**src/rtl/deser_pkg.sv**
```systemverilog
// -----------------------------------------------------------------------------
// deser_pkg
// Shared definitions for the serial deserializer:
//   deser_state_e : FSM state encoding (S_DATA collects data bits, S_PAR waits
//                   for the trailing parity bit when parity is built in)
//   DEF_WIDTH     : default number of data bits per frame
//   cnt_width()   : width of the bit counter for a given frame width
// -----------------------------------------------------------------------------
package deser_pkg;

    typedef enum logic [0:0] {
        S_DATA = 1'b0,
        S_PAR  = 1'b1
    } deser_state_e;

    localparam int DEF_WIDTH = 8;

    // clog2 of the frame width, never less than one bit so the counter
    // always has a legal declaration.
    function automatic int cnt_width(input int w);
        int cw;
        cw = $clog2(w);
        return (cw < 1) ? 1 : cw;
    endfunction

endpackage

```
**src/rtl/deser_shift_reg.sv**
```systemverilog
// -----------------------------------------------------------------------------
// deser_shift_reg
// WIDTH-bit MSB-first shift register. Each enabled cycle shifts the register
// left by one and inserts din at bit 0, so after WIDTH shifts the first bit
// taken sits in q[WIDTH-1].
// Ports:
//   clk      : clock, rising edge
//   rst      : asynchronous active-low reset, clears the register
//   shift_en : shift in din this cycle
//   din      : serial input bit
//   q        : current register contents
// -----------------------------------------------------------------------------
module deser_shift_reg
    import deser_pkg::*;
#(
    parameter int WIDTH = DEF_WIDTH
) (
    input  logic             clk,
    input  logic             rst,
    input  logic             shift_en,
    input  logic             din,
    output logic [WIDTH-1:0] q
);

    logic [WIDTH-1:0] q_reg;

    always_ff @(posedge clk or negedge rst) begin
        if (!rst) begin
            q_reg <= '0;
        end else if (shift_en) begin
            q_reg <= {q_reg[WIDTH-2:0], din};
        end
    end

    assign q = q_reg;

endmodule

```
**src/rtl/serial_deserializer.sv**
```systemverilog
// -----------------------------------------------------------------------------
// serial_deserializer
// Collects serial bits (MSB first) into WIDTH-bit words and presents them on
// a single-entry valid/ready output buffer. The serial side has no
// back-pressure: a word completed while the buffer is still full is dropped
// and the sticky overflow flag is raised.
//
// Optional feature: define DESER_PARITY_EN to append one even-parity bit to
// every frame and add the parity_err output.
//
// Ports:
//   clk        : clock, rising edge
//   rst        : asynchronous active-low reset
//   din        : serial data bit
//   din_valid  : din is sampled only when this is 1
//   dout       : assembled word
//   dout_valid : dout holds an unconsumed word
//   dout_ready : consumer accepts dout when dout_valid is also 1
//   overflow   : sticky, set when a completed word is dropped
//   parity_err : (DESER_PARITY_EN only) word in dout failed its parity check
// -----------------------------------------------------------------------------
module serial_deserializer
    import deser_pkg::*;
#(
    parameter int WIDTH = DEF_WIDTH
) (
    input  logic             clk,
    input  logic             rst,
    input  logic             din,
    input  logic             din_valid,
    output logic [WIDTH-1:0] dout,
    output logic             dout_valid,
    input  logic             dout_ready,
`ifdef DESER_PARITY_EN
    output logic             overflow,
    output logic             parity_err
`else
    output logic             overflow
`endif
);

    localparam int              CW   = cnt_width(WIDTH);
    localparam logic [CW-1:0]   LAST = CW'(WIDTH - 1);

    deser_state_e     state_reg, state_next;
    logic [CW-1:0]    cnt_reg, cnt_next;
    // Frame completed on the previous edge; the word is moved into the
    // output buffer on the following edge, once the shift register holds it.
    logic             done_reg, done_next;
    logic             shift_en;
    logic [WIDTH-1:0] shift_q;

    logic [WIDTH-1:0] dout_reg;
    logic             dout_valid_reg;
    logic             overflow_reg;

`ifdef DESER_PARITY_EN
    logic             perr_pend_reg, perr_pend_next;
    logic             parity_err_reg;
`endif

    deser_shift_reg #(
        .WIDTH    (WIDTH)
    ) u_shift (
        .clk      (clk),
        .rst      (rst),
        .shift_en (shift_en),
        .din      (din),
        .q        (shift_q)
    );

    // ------------------------------------------------------------------
    // Bit counter / FSM
    // ------------------------------------------------------------------
    always_ff @(posedge clk or negedge rst) begin
        if (!rst) begin
            state_reg <= S_DATA;
            cnt_reg   <= '0;
            done_reg  <= 1'b0;
        end else begin
            state_reg <= state_next;
            cnt_reg   <= cnt_next;
            done_reg  <= done_next;
        end
    end

`ifdef DESER_PARITY_EN
    always_ff @(posedge clk or negedge rst) begin
        if (!rst) begin
            perr_pend_reg <= 1'b0;
        end else begin
            perr_pend_reg <= perr_pend_next;
        end
    end
`endif

    always_comb begin
        state_next = state_reg;
        cnt_next   = cnt_reg;
        done_next  = 1'b0;
        shift_en   = 1'b0;
`ifdef DESER_PARITY_EN
        perr_pend_next = perr_pend_reg;
`endif
        if (din_valid) begin
            case (state_reg)
                S_DATA: begin
                    shift_en = 1'b1;
                    if (cnt_reg == LAST) begin
`ifdef DESER_PARITY_EN
                        // Counter parks on the last data bit until the
                        // parity bit arrives.
                        state_next = S_PAR;
`else
                        cnt_next  = '0;
                        done_next = 1'b1;
`endif
                    end else begin
                        cnt_next = cnt_reg + 1'b1;
                    end
                end
`ifdef DESER_PARITY_EN
                S_PAR: begin
                    // Data bits are complete in the shift register; din is
                    // the parity bit. Even parity: total XOR must be zero.
                    state_next     = S_DATA;
                    cnt_next       = '0;
                    done_next      = 1'b1;
                    perr_pend_next = (^shift_q) ^ din;
                end
`endif
                default: begin
                    state_next = S_DATA;
                    cnt_next   = '0;
                end
            endcase
        end
    end

    // ------------------------------------------------------------------
    // Single-entry output buffer
    // ------------------------------------------------------------------
    always_ff @(posedge clk or negedge rst) begin
        if (!rst) begin
            dout_reg       <= '0;
            dout_valid_reg <= 1'b0;
            overflow_reg   <= 1'b0;
`ifdef DESER_PARITY_EN
            parity_err_reg <= 1'b0;
`endif
        end else if (done_reg) begin
            // A handshake on this same edge frees the entry for the new word.
            if (!dout_valid_reg || dout_ready) begin
                dout_reg       <= shift_q;
                dout_valid_reg <= 1'b1;
`ifdef DESER_PARITY_EN
                parity_err_reg <= perr_pend_reg;
`endif
            end else begin
                overflow_reg <= 1'b1;
            end
        end else if (dout_valid_reg && dout_ready) begin
            dout_valid_reg <= 1'b0;
        end
    end

    assign dout       = dout_reg;
    assign dout_valid = dout_valid_reg;
    assign overflow   = overflow_reg;
`ifdef DESER_PARITY_EN
    assign parity_err = parity_err_reg;
`endif

endmodule

```
**config.mk**
```make
export PLATFORM = sky130hd
export DESIGN_NAME = serial_deserializer
export DESIGN_NICKNAME = d
export VERILOG_FILES = /design/src/rtl/deser_pkg.sv /design/src/rtl/deser_shift_reg.sv /design/src/rtl/serial_deserializer.sv
export SDC_FILE = /design/constraint.sdc
export NUM_CORES = 1
export LEC_CHECK = 0
export CORE_UTILIZATION = 45
export CTS_CLUSTER_DIAMETER = 50
export DETAILED_ROUTE_END_ITERATION = 10
export GPL_TIMING_DRIVEN = 1
export PLACE_DENSITY = 0.76
export SETUP_SLACK_MARGIN = 0.15
export SYNTH_ARGS = -nofsm -noshare
export SYNTH_HDL_FRONTEND = slang
export SYNTH_SLANG_ARGS = --single-unit
```
**constraint.sdc**
```tcl
create_clock -name clk -period 1.1 [get_ports clk]
set_input_delay 0.22 -clock clk [delete_from_list [all_inputs] [get_ports clk]]
set_output_delay 0.22 -clock clk [all_outputs]
set_load 0.05 [all_outputs]
```
# [Word-level counts from Yosys, hierarchy flattened]
# Cells that the tools add are included.
[word_totals] in_bits=5 ff_bits=22 elab_cells=24
[op_classes] bitwise_logic=1 n_mux=7 eq_ne=2 n_reduce_logical=7 addsub=1
[ops] op="two-way mux 1 bit" n=6
[ops] op="AND reduction 2 bit" n=3
[ops] op="adder 3 x 1 -> 3 bit (second input constant)" n=1
[ops] op="== test 3 bit (second input constant)" n=1
[ops] op="two-way mux 3 bit" n=1
[ops] op="!= test 2 x 1 -> 1 bit (second input constant)" n=1
[ops] op="nonzero test 2 bit" n=1
[ops] op="logical AND 1 bit" n=1
[ops] op="logical NOT 1 bit" n=1
[ops] op="logical OR 1 bit" n=1
[ops] op="inverter 1 bit" n=1

# [Logic depth before layout (Yosys ltp)]
# Gate-level depths: netlist (run 1).
[depth] depth_word=4 ltp_mapped=4

# [Modules after synthesis]
# A second synthesis (run 1) with hierarchy kept.
[unflattened] cells_unflattened=53 hier_area_um2=915.9
[by_module_without_submodules] mod="serial_deserializer" instances=1 area_each_um2=584.3 cells_each=36
[by_module_without_submodules] mod="deser_shift_reg" instances=1 area_each_um2=331.6 cells_each=17

# [Worst setup path after synthesis (run 1)]
# Ideal clock, no wire load.
[synth_path] path_kind="reg-to-reg" from="register dout_valid_reg, in the netlist dout_valid" to="register dout_reg[0], in the netlist dout[0]" setup_time_ns=0.125 period_less_slack_ns=1.334 required_ns=0.975 path_stages_with_launch=4 path_buffers=0 path_slack_ns=-0.234 arrival_ns=1.209 path_cell_list="dfrtp_1 -> nand2b_4 -> nand2_4 -> mux2_4"
[synth_between] elab_chain_cells=3
[synth_lines] element="from (decl)" line="serial_deserializer.sv:54" text="logic dout_valid_reg;"
[synth_lines] element="from (signal assigned)" line="serial_deserializer.sv:146" text="dout_valid_reg <= 1'b0;"
[synth_lines] element="from (signal assigned)" line="serial_deserializer.sv:155" text="dout_valid_reg <= 1'b1;"
[synth_lines] element="from (signal assigned)" line="serial_deserializer.sv:163" text="dout_valid_reg <= 1'b0;"
[synth_lines] element="logical NOT 1 bit" line="serial_deserializer.sv:153" text="if (!dout_valid_reg || dout_ready) begin"
[synth_lines] element="logical OR 1 bit" line="serial_deserializer.sv:153"
[synth_lines] element="AND reduction 2 bit (no source line)"
[synth_lines] element="to (signal assigned)" line="serial_deserializer.sv:154" text="dout_reg <= shift_q;"
[synth_lines] element="to (decl)" line="serial_deserializer.sv:53" text="logic [WIDTH-1:0] dout_reg;"
# Every way passes these cells.
# A chain may end at the register's enable or synchronous reset.

# [Worst setup path in the final report (run 1)]
[layout_path] from="register cnt_reg[1]" to="register cnt_reg[2]"
[layout_between] elab_chain_cells=2
[layout_lines] element="from (decl)" line="serial_deserializer.sv:46" text="logic [CW-1:0] cnt_reg, cnt_next;"
[layout_lines] element="from (signal assigned)" line="serial_deserializer.sv:82" text="cnt_reg <= cnt_next;"
[layout_lines] element="adder 3 x 1 -> 3 bit or == test 3 bit (tied branches)" line="serial_deserializer.sv:119, serial_deserializer.sv:109"
[layout_lines] element="two-way mux 3 bit (*)" line="serial_deserializer.sv:109" text="if (cnt_reg == LAST) begin"
# Mark *: on every way between the ends. The rest lies on a longest branch, timed or not.

==> metrics.md, run 1 <==
| Metric | Value |
|---|---|
| Cells after Synth | `53` |
| Filler cell count | `between 100 and 150` |
| Top cells by area, synth | `dfrtp_1 (62%), mux2_4 (14%), mux2_2 (11%)` |
| Length of routed wiring on met1 | `about 640 um` |
| Count of state elements after synthesis | `22` |
| Nets | `91` |
| Highest Signal Layer | `met4` |
| CP startpoint | `cnt_reg[1]` |
| Share of the synthesized area in the top cell type | `between 60% and 70%` |
| Vias | `513` |
| Ant diodes | `0` |
| Overflow after GRT | `0` |
| Average wire per standard cell | `13.6 um` |
| DP Wirelength | `~1.1 mm` |
| CTS buffer count | `3` |
| 1st-pass router iterations | `4` |
| Die width | `46.3 um` |
| Skew final | `0.00379 ns` |
| Final hold viol count | `0` |
| Logic pwr share | `about 54%` |
| Worst setup margin | `-0.0590 ns` |
| Cell Count, Final, Fillers Out | `108` |
| Slew headroom | `a little under nine tenths` |
| Largest net degree at the start of global routing | `23` |
| Worst-Skew Late Latency | `0.31 ns` |
| Die area | `0.00215 mm^2` |
| Initial Utilization | `49.6%` |
| Buffers on Ports | `14` |
| Type of the worst min-delay path | `in2async` |
| Sequential cell area | `between 500 and 600 um^2` |
| Fin crit share | `105%` |
| Slew Limit Fails | `0` |
| Sequential area share after synthesis | `62.2%` |
| CTS sink cnt | `22` |
| Placed cell area | `roughly 0.0012 mm^2` |
| Synth Warn # | `0` |
| Core box area | `0.00178 mm^2` |
| Net Count, Synth | `60` |
| Failing checks | `setup timing` |
| Critical path startpoint category | `flop` |
| Tmin final | `1.16 ns` |
| Routability congestion estimate | `0.696` |
| H-tree level count | `1` |
| Critical path endpoint category | `flop` |
| DRT iter0 DRCs | `5` |
| Clock share of power | `11.0%` |
| Met3 routed wirelength | `58 um` |
| Worst Path Class, Setup | `reg2reg` |
| Outcome | `finished with violations` |
| Routed Antenna Nets | `0` |
| P&R area growth vs syn | `51.8%` |
| Crit path DAT | `1.36 ns` |
| CTS tree | `yes` |
| Most common cell after layout, fill and taps aside | `dfrtp_1` |
| Static leakage | `0.000644 uW` |
| Critical Path Fanout Max | `2` |
| Max-cap violations | `0` |
| Hold slack | `0.252 ns` |
| Pwr per Cell Area | `2940 mW/mm^2` |
| Flop-to-flop setup slack | `-0.06 ns` |
| Core Rows | `15` |
| Clock tree buffer depth | `2` |
| Seq pwr share | `35.3%` |
| Final WL | `between 1 and 1.5 mm` |
| Most frequent cells in the layout | `dfrtp_1 (21), buf_12 (11), buf_4 (10)` |
| Root cell of the clock tree | `clkbuf_4` |
| Area of the multi-input gates | `roughly 360 um^2` |
| Final core utilization | `75.3%` |
| Hold-fix buffers at CTS | `0` |
| Ports | `15` |
| Worst IR drop on VDD | `0.00190 V` |
| FMAX | `863 MHz` |
| CTS clk-pin slew, worst paths | `between 0.1 and 0.15 ns` |
| Die Ht | `approximately 46 um` |
| Vias in the first global route | `528` |
| Int Pwr | `2520 uW` |
| Reg-to-Reg End | `cnt_reg[2]` |
| Post-route cell area | `0.00134 mm^2` |
| Post-synth top area cell | `dfrtp_1` |
| Reg2reg path depth | `3` |
| # DRC | `0` |
| Worst endpoint required time | `1.30 ns` |
| P_sw | `1420 uW` |
| RSZ-0062 raised after global routing | `yes` |
| Syn avg cell area | `16.7 um^2` |
| Share of cells above drive strength 1 | `62.7%` |
| Sw Ratio | `36.0%` |
| Worst Max-Slew Pin Slew | `0.209 ns` |
| Via density | `approximately 4.8` |
| Critical path endpoint | `cnt_reg[2]` |
| First-pass GRT wire length | `about 2.3 mm` |
| Placed Cells | `95` |
| Count of final setup violators | `11` |
| Mapped Area | `885 um^2` |
| Met2 wire length | `around 750 um` |
| Reg2Reg Launch Point | `cnt_reg[1]` |
| Initial antenna violation count | `0` |
| Synth cell types | `14` |
| GRT Total Usage | `16.5%` |
## worst max-delay path: stages, from the launching register on
cell     delay, ns
dfrtp_1       0.40
ha_2          0.20
ha_4          0.20
mux2_4        0.25
## stage by stage
| step | worst slack [ns] | setup TNS (ns) | total power (uW) |
|---|---|---|---|
| 4_1_cts | -0.0715 | -0.345 | 3950 |
| 3_5_place_dp | -0.274 | -4.57 | 3320 |
| 2_1_floorplan | -0.0596 | -0.493 | 2370 |
| 5_1_grt | -0.0882 | -0.627 | 4120 |
| 3_3_place_gp | -0.253 | -4.18 | 3250 |
| 6_report | -0.0590 | -0.244 | 3940 |
## routing by layer
metal  vias to the layer above  track usage (%)
met5                         -                0
met4                         0             8.82
met2                        15             25.0
met1                       253             22.1
li1                        243                -
met3                         2             3.53
## cell type report
| class | count | area share (%) |
|---|---|---|
| Sequential cell | 22 | 41.1 |
| Multi-Input combinational cell | 28 | 26.7 |
| Timing Repair Buffer | 27 | 26.6 |
| Clock buffer | 4 | 2.70 |
| Tap cell | 25 | 2.33 |
| Inverter | 2 | 0.559 |
## cell usage after synthesis
cell type	n
and2_1	1
buf_6	1
dfrtp_1	22
ha_1	2
inv_1	2
mux2_2	9
mux2_4	8
mux2i_1	1
nand2_1	2
nand2_4	1
nand2b_1	1
nand2b_4	1
o21bai_1	1
o22ai_1	1
## worst min path at each step
stage	to	depth (start not counted)	start	slack, ns
after floorplan	cnt_reg[0]	0	rst	-0.08
after global placement	cnt_reg[0]	1	cnt_reg[0]	0.48
after detailed placement	cnt_reg[0]	1	cnt_reg[0]	0.49
after CTS	dout_valid	2	rst	0.26
after global routing	done_reg	2	rst	0.27
final	done_reg	2	rst	0.25
## logic make-up (layout without fill, tap and decap cells)
kind of cell    Yosys count  in the layout  synth area share [%]
buf+inv                   3             33                  2.12
compound gates            2              2                  1.56
simple gates              6              6                  5.09
flops                    22             22                  62.2
mux                      18             18                  26.2
fa+ha+maj                 2              2                  2.83
## repair_timing
action | 4_1_cts | 5_1_grt
resized for setup | 4 | 1
setup buffers | 8 | 1
pin swaps | 1 | 1
gates cloned | 0 | 0
endpoints found under the setup margin | 30 | 22
## power groups by stage
stage	clock (uW)	combinational (uW)	sequential, uW
3_5_place_dp	0	1900	1430
5_1_grt	467	2220	1430
6_report	434	2120	1390
4_1_cts	445	2100	1400
3_3_place_gp	0	1850	1410
2_1_floorplan	0	502	1860
(Power assumes the default switching activity.)
==> run 2, diff against run 1 <==
--- a/config.mk
+++ b/config.mk
@@ -11,6 +11,7 @@
 export GPL_TIMING_DRIVEN = 1
 export PLACE_DENSITY = 0.76
 export SETUP_SLACK_MARGIN = 0.15
+export SLEW_MARGIN = 20
 export SYNTH_ARGS = -nofsm -noshare
 export SYNTH_HDL_FRONTEND = slang
 export SYNTH_SLANG_ARGS = --single-unit
==> results of run 2 <==
The final DEF is identical to that of run 1; final timing and power are the same.
==> run 3, diff against run 2 <==
--- a/config.mk
+++ b/config.mk
@@ -5,6 +5,7 @@
 export SDC_FILE = /design/constraint.sdc
 export NUM_CORES = 1
 export LEC_CHECK = 0
+export ABC_AREA = 1
 export CORE_UTILIZATION = 45
 export CTS_CLUSTER_DIAMETER = 50
 export DETAILED_ROUTE_END_ITERATION = 10
==> metrics.md, run 3 <==
| Metric | Value |
|---|---|
| Count of final setup violators | `10 (-1)` |
| Worst setup margin | `-0.0333 ns (+0.0257 ns)` |
| Final core utilization | `80.0% (+4.7 points)` |
| P&R area growth vs syn | `61.7%` |
| Ports | `15 (unchanged)` |
| Post-route cell area | `0.00143 mm^2 (+6.2%)` |
| Via density | `4.93 (+3.8%)` |
| Failing checks | `setup timing` |
| Vias | `715 (+39%)` |
| Outcome | `finished with violations` |
| Placed Cells | `130 (+37%)` |
| Nets | `128 (+41%)` |
| Critical Path Fanout Max | `2 (unchanged)` |
| CTS tree | `yes` |
| Reg-to-Reg End | `cnt_reg[2]` |
| Type of the worst min-delay path | `in2async` |
| Cells after Synth | `90 (+70%)` |
| Number of synthesized flops with an enable pin | `0 (unchanged)` |
| First-pass GRT wire length | `2.84 mm (+21%)` |
| RSZ-0062 raised after global routing | `yes` |
| Async S/R FF share, synth | `100% (unchanged)` |
| Ant diodes | `0 (unchanged)` |
| Pwr per Cell Area | `2570 mW/mm^2 (-13%)` |
| Slew Limit Fails | `0 (unchanged)` |
| Die width | `46.3 um (-0.13%)` |
| Count of state elements after synthesis | `22 (unchanged)` |
| Skew final | `0.00554 ns (+0.00176 ns)` |
| Reg2Reg Launch Point | `cnt_reg[1]` |
| Largest net degree at the start of global routing | `24 (+4.3%)` |
| Buffers on Ports | `14 (unchanged)` |
| Reg2reg path depth | `4 (+1)` |
| FMAX | `882 MHz (+2.3%)` |
| Fin crit share | `103% (-2.3 points)` |
| Routability congestion estimate | `0.800 (+15%)` |
| Routed Antenna Nets | `0 (unchanged)` |
| Filler cell count | `109 (-3.5%)` |
| CTS buffer count | `3 (unchanged)` |
| # DRC | `0 (unchanged)` |
| Max-cap violations | `0 (unchanged)` |
| Static leakage | `0.000680 uW (+5.6%)` |
| Count leader, synth | `nand2_1` |
| Initial Utilization | `49.5% (-0.14 points)` |
| Vias in the first global route | `636 (+20%)` |
| CTS clk-pin slew, worst paths | `0.12 ns (about the same)` |
| Worst path max stage delay | `0.45 ns (+0.05 ns)` |
| Most common cell after layout, fill and taps aside | `nand2_1` |
| Synth top cells by count | `nand2_1 (24), dfrtp_1 (22), inv_1 (11)` |
| Flop-to-flop setup slack | `0.08 ns (+0.14 ns)` |
| Sequential area share after synthesis | `62.4% (+0.18 points)` |
| Clock tree buffer depth | `2 (unchanged)` |
| Final WL | `1.85 mm (+26%)` |
| Worst Max-Slew Pin Slew | `0.231 ns (+0.0219 ns)` |
| GRT Total Usage | `19.9% (+3.4 points)` |
| Crit path DAT | `0.91 ns (-0.45 ns)` |
| Critical path endpoint category | `output port` |
| Worst Path Class, Setup | `reg2out` |
| Core box area | `0.00178 mm^2 (unchanged)` |
| Placed cell area | `0.00124 mm^2 (+1.1%)` |
| Hold-fix buffers at CTS | `0 (unchanged)` |
| Worst-path cell chain | `buf_12` |
| Final hold viol count | `0 (unchanged)` |
| Syn avg cell area | `9.80 um^2 (-41%)` |
| Worst path bufs/invs | `1 (+1)` |
| Die Ht | `46.3 um (-0.13%)` |
| Average wire per standard cell | `12.7 um (-6.5%)` |
| H-tree level count | `1 (unchanged)` |
| Core Rows | `15 (unchanged)` |
| Net Count, Synth | `97 (+62%)` |
| Root cell of the clock tree | `clkbuf_4` |
| Die area | `0.00214 mm^2 (-0.26%)` |
| Initial antenna violation count | `0 (unchanged)` |
| DP Wirelength | `1.17 mm (+11%)` |
| Top cells by area, synth | `dfrtp_1 (62%), nand2_1 (10%), nand3_1 (5.7%)` |
| 1st-pass router iterations | `4 (unchanged)` |
| Share of the synthesized area in the top cell type | `62.4% (+0.18 points)` |
| Overflow after GRT | `0 (unchanged)` |
| Worst path top cell family by delay | `flip-flops` |
| DRT iter0 DRCs | `14 (+9)` |
| Slew headroom | `84.6% (-1.5 points)` |
| Power, Total | `3660 uW (-7.1%)` |
| Critical path startpoint category | `flop` |
| Worst-Skew Late Latency | `0.31 ns (about the same)` |
| Cell Count, Final, Fillers Out | `145 (+34%)` |
| Worst endpoint required time | `0.88 ns (-0.42 ns)` |
| Worst IR drop on VDD | `0.00198 V (+4.2%)` |
| Post-synth top area cell | `dfrtp_1` |
| Mapped Area | `882 um^2 (-0.28%)` |
| Synth cell types | `13 (-1)` |
| Most frequent cells in the layout | `nand2_1 (22), dfrtp_1 (20), buf_12 (12)` |
| Tmin final | `1.13 ns (-0.0257 ns)` |
| CTS sink cnt | `22 (unchanged)` |
| Share of cells above drive strength 1 | `41.7% (-21 points)` |
| Worst path slowest cell | `dfrtp_2` |
| Synth Warn # | `0 (unchanged)` |
| Most common flop cell mapped by yosys | `dfrtp_1` |
run 3: cell count changes after synthesis, moves of 7 or more:
cell	before	now
mux2_2	9	0
mux2_4	8	0
nand3_1	0	10
inv_1	2	11
o21ai_0	0	7
nand2_1	2	24
run 3: metal layers:
layer	part of all wire [%]	up-vias	wire [um]	global-route usage, %
li1	-	349	-	-
met1	43	344	789	24.8
met2	50	18	928	31.8
met3	4.1	4	75	2.35
met4	2.8	0	52	14.1
met5	0	-	0	0
run 3: power breakdown:
part	leakage [uW]	internal, uW	switching [uW]
Sequential	0.000270	1040	246
Clock	0.0000279	368	238
Combinational	0.000381	898	872
Total	0.000680	2310	1360
run 3: kinds of logic (layout without fill, tap and decap cells):
kind of cell,count (synthesis),in the layout,share of synthesized area (%)
and+or+nand+nor,39,40,18.3
DFF,22,22,62.4
buffers and inverters,15,44,8.94
AOI/OAI and AO/OA,12,12,7.52
adders and majority gates,2,2,2.84
run 3: how the worst max path moves through the flow:
| stage | depth (start not counted) | from | endpoint | slack, ns |
|---|---|---|---|---|
| floorplan | 4 | dout_valid | dout[1] | 0.14 |
| finish | 1 | dout_valid | dout_valid | -0.03 |
| detailed placement | 6 | dout_ready | dout[6] | -0.11 |
| global placement | 6 | dout_ready | dout[1] | -0.09 |
| global route | 1 | dout[1] | dout[1] | -0.07 |
| CTS | 1 | dout_valid | dout_valid | -0.04 |
run 3: area by class of cell:
type                            instances  area, um^2  share of cell area [%]
Clock inverter                          1        30.0                    2.11
Inverter                               11        43.8                    3.07
Multi-Input combinational cell         54         353                    24.7
Clock buffer                            3        22.5                    1.58
Sequential cell                        22         553                    38.8
Timing Repair Buffer                   29         393                    27.5
Tap cell                               25        31.3                    2.19
run 3: timing repair:
action                     4_1_cts  5_1_grt
setup endpoints to repair       23       23
resized for setup               15        2
cloned                           1        0
buffers inserted                 4        6
pin swaps                        2        3
run 3: per-stage QoR:
| stage | setup slack [ns] | hold WS (ns) | TNS (ns) |
|---|---|---|---|
| floorplan | 0.136 | -0.0756 | 0 |
| global placement | -0.0864 | 0.493 | -0.670 |
| detailed placement | -0.105 | 0.497 | -1.07 |
| CTS | -0.0373 | 0.241 | -0.301 |
| global route | -0.0733 | 0.241 | -0.550 |
| finish | -0.0333 | 0.245 | -0.215 |
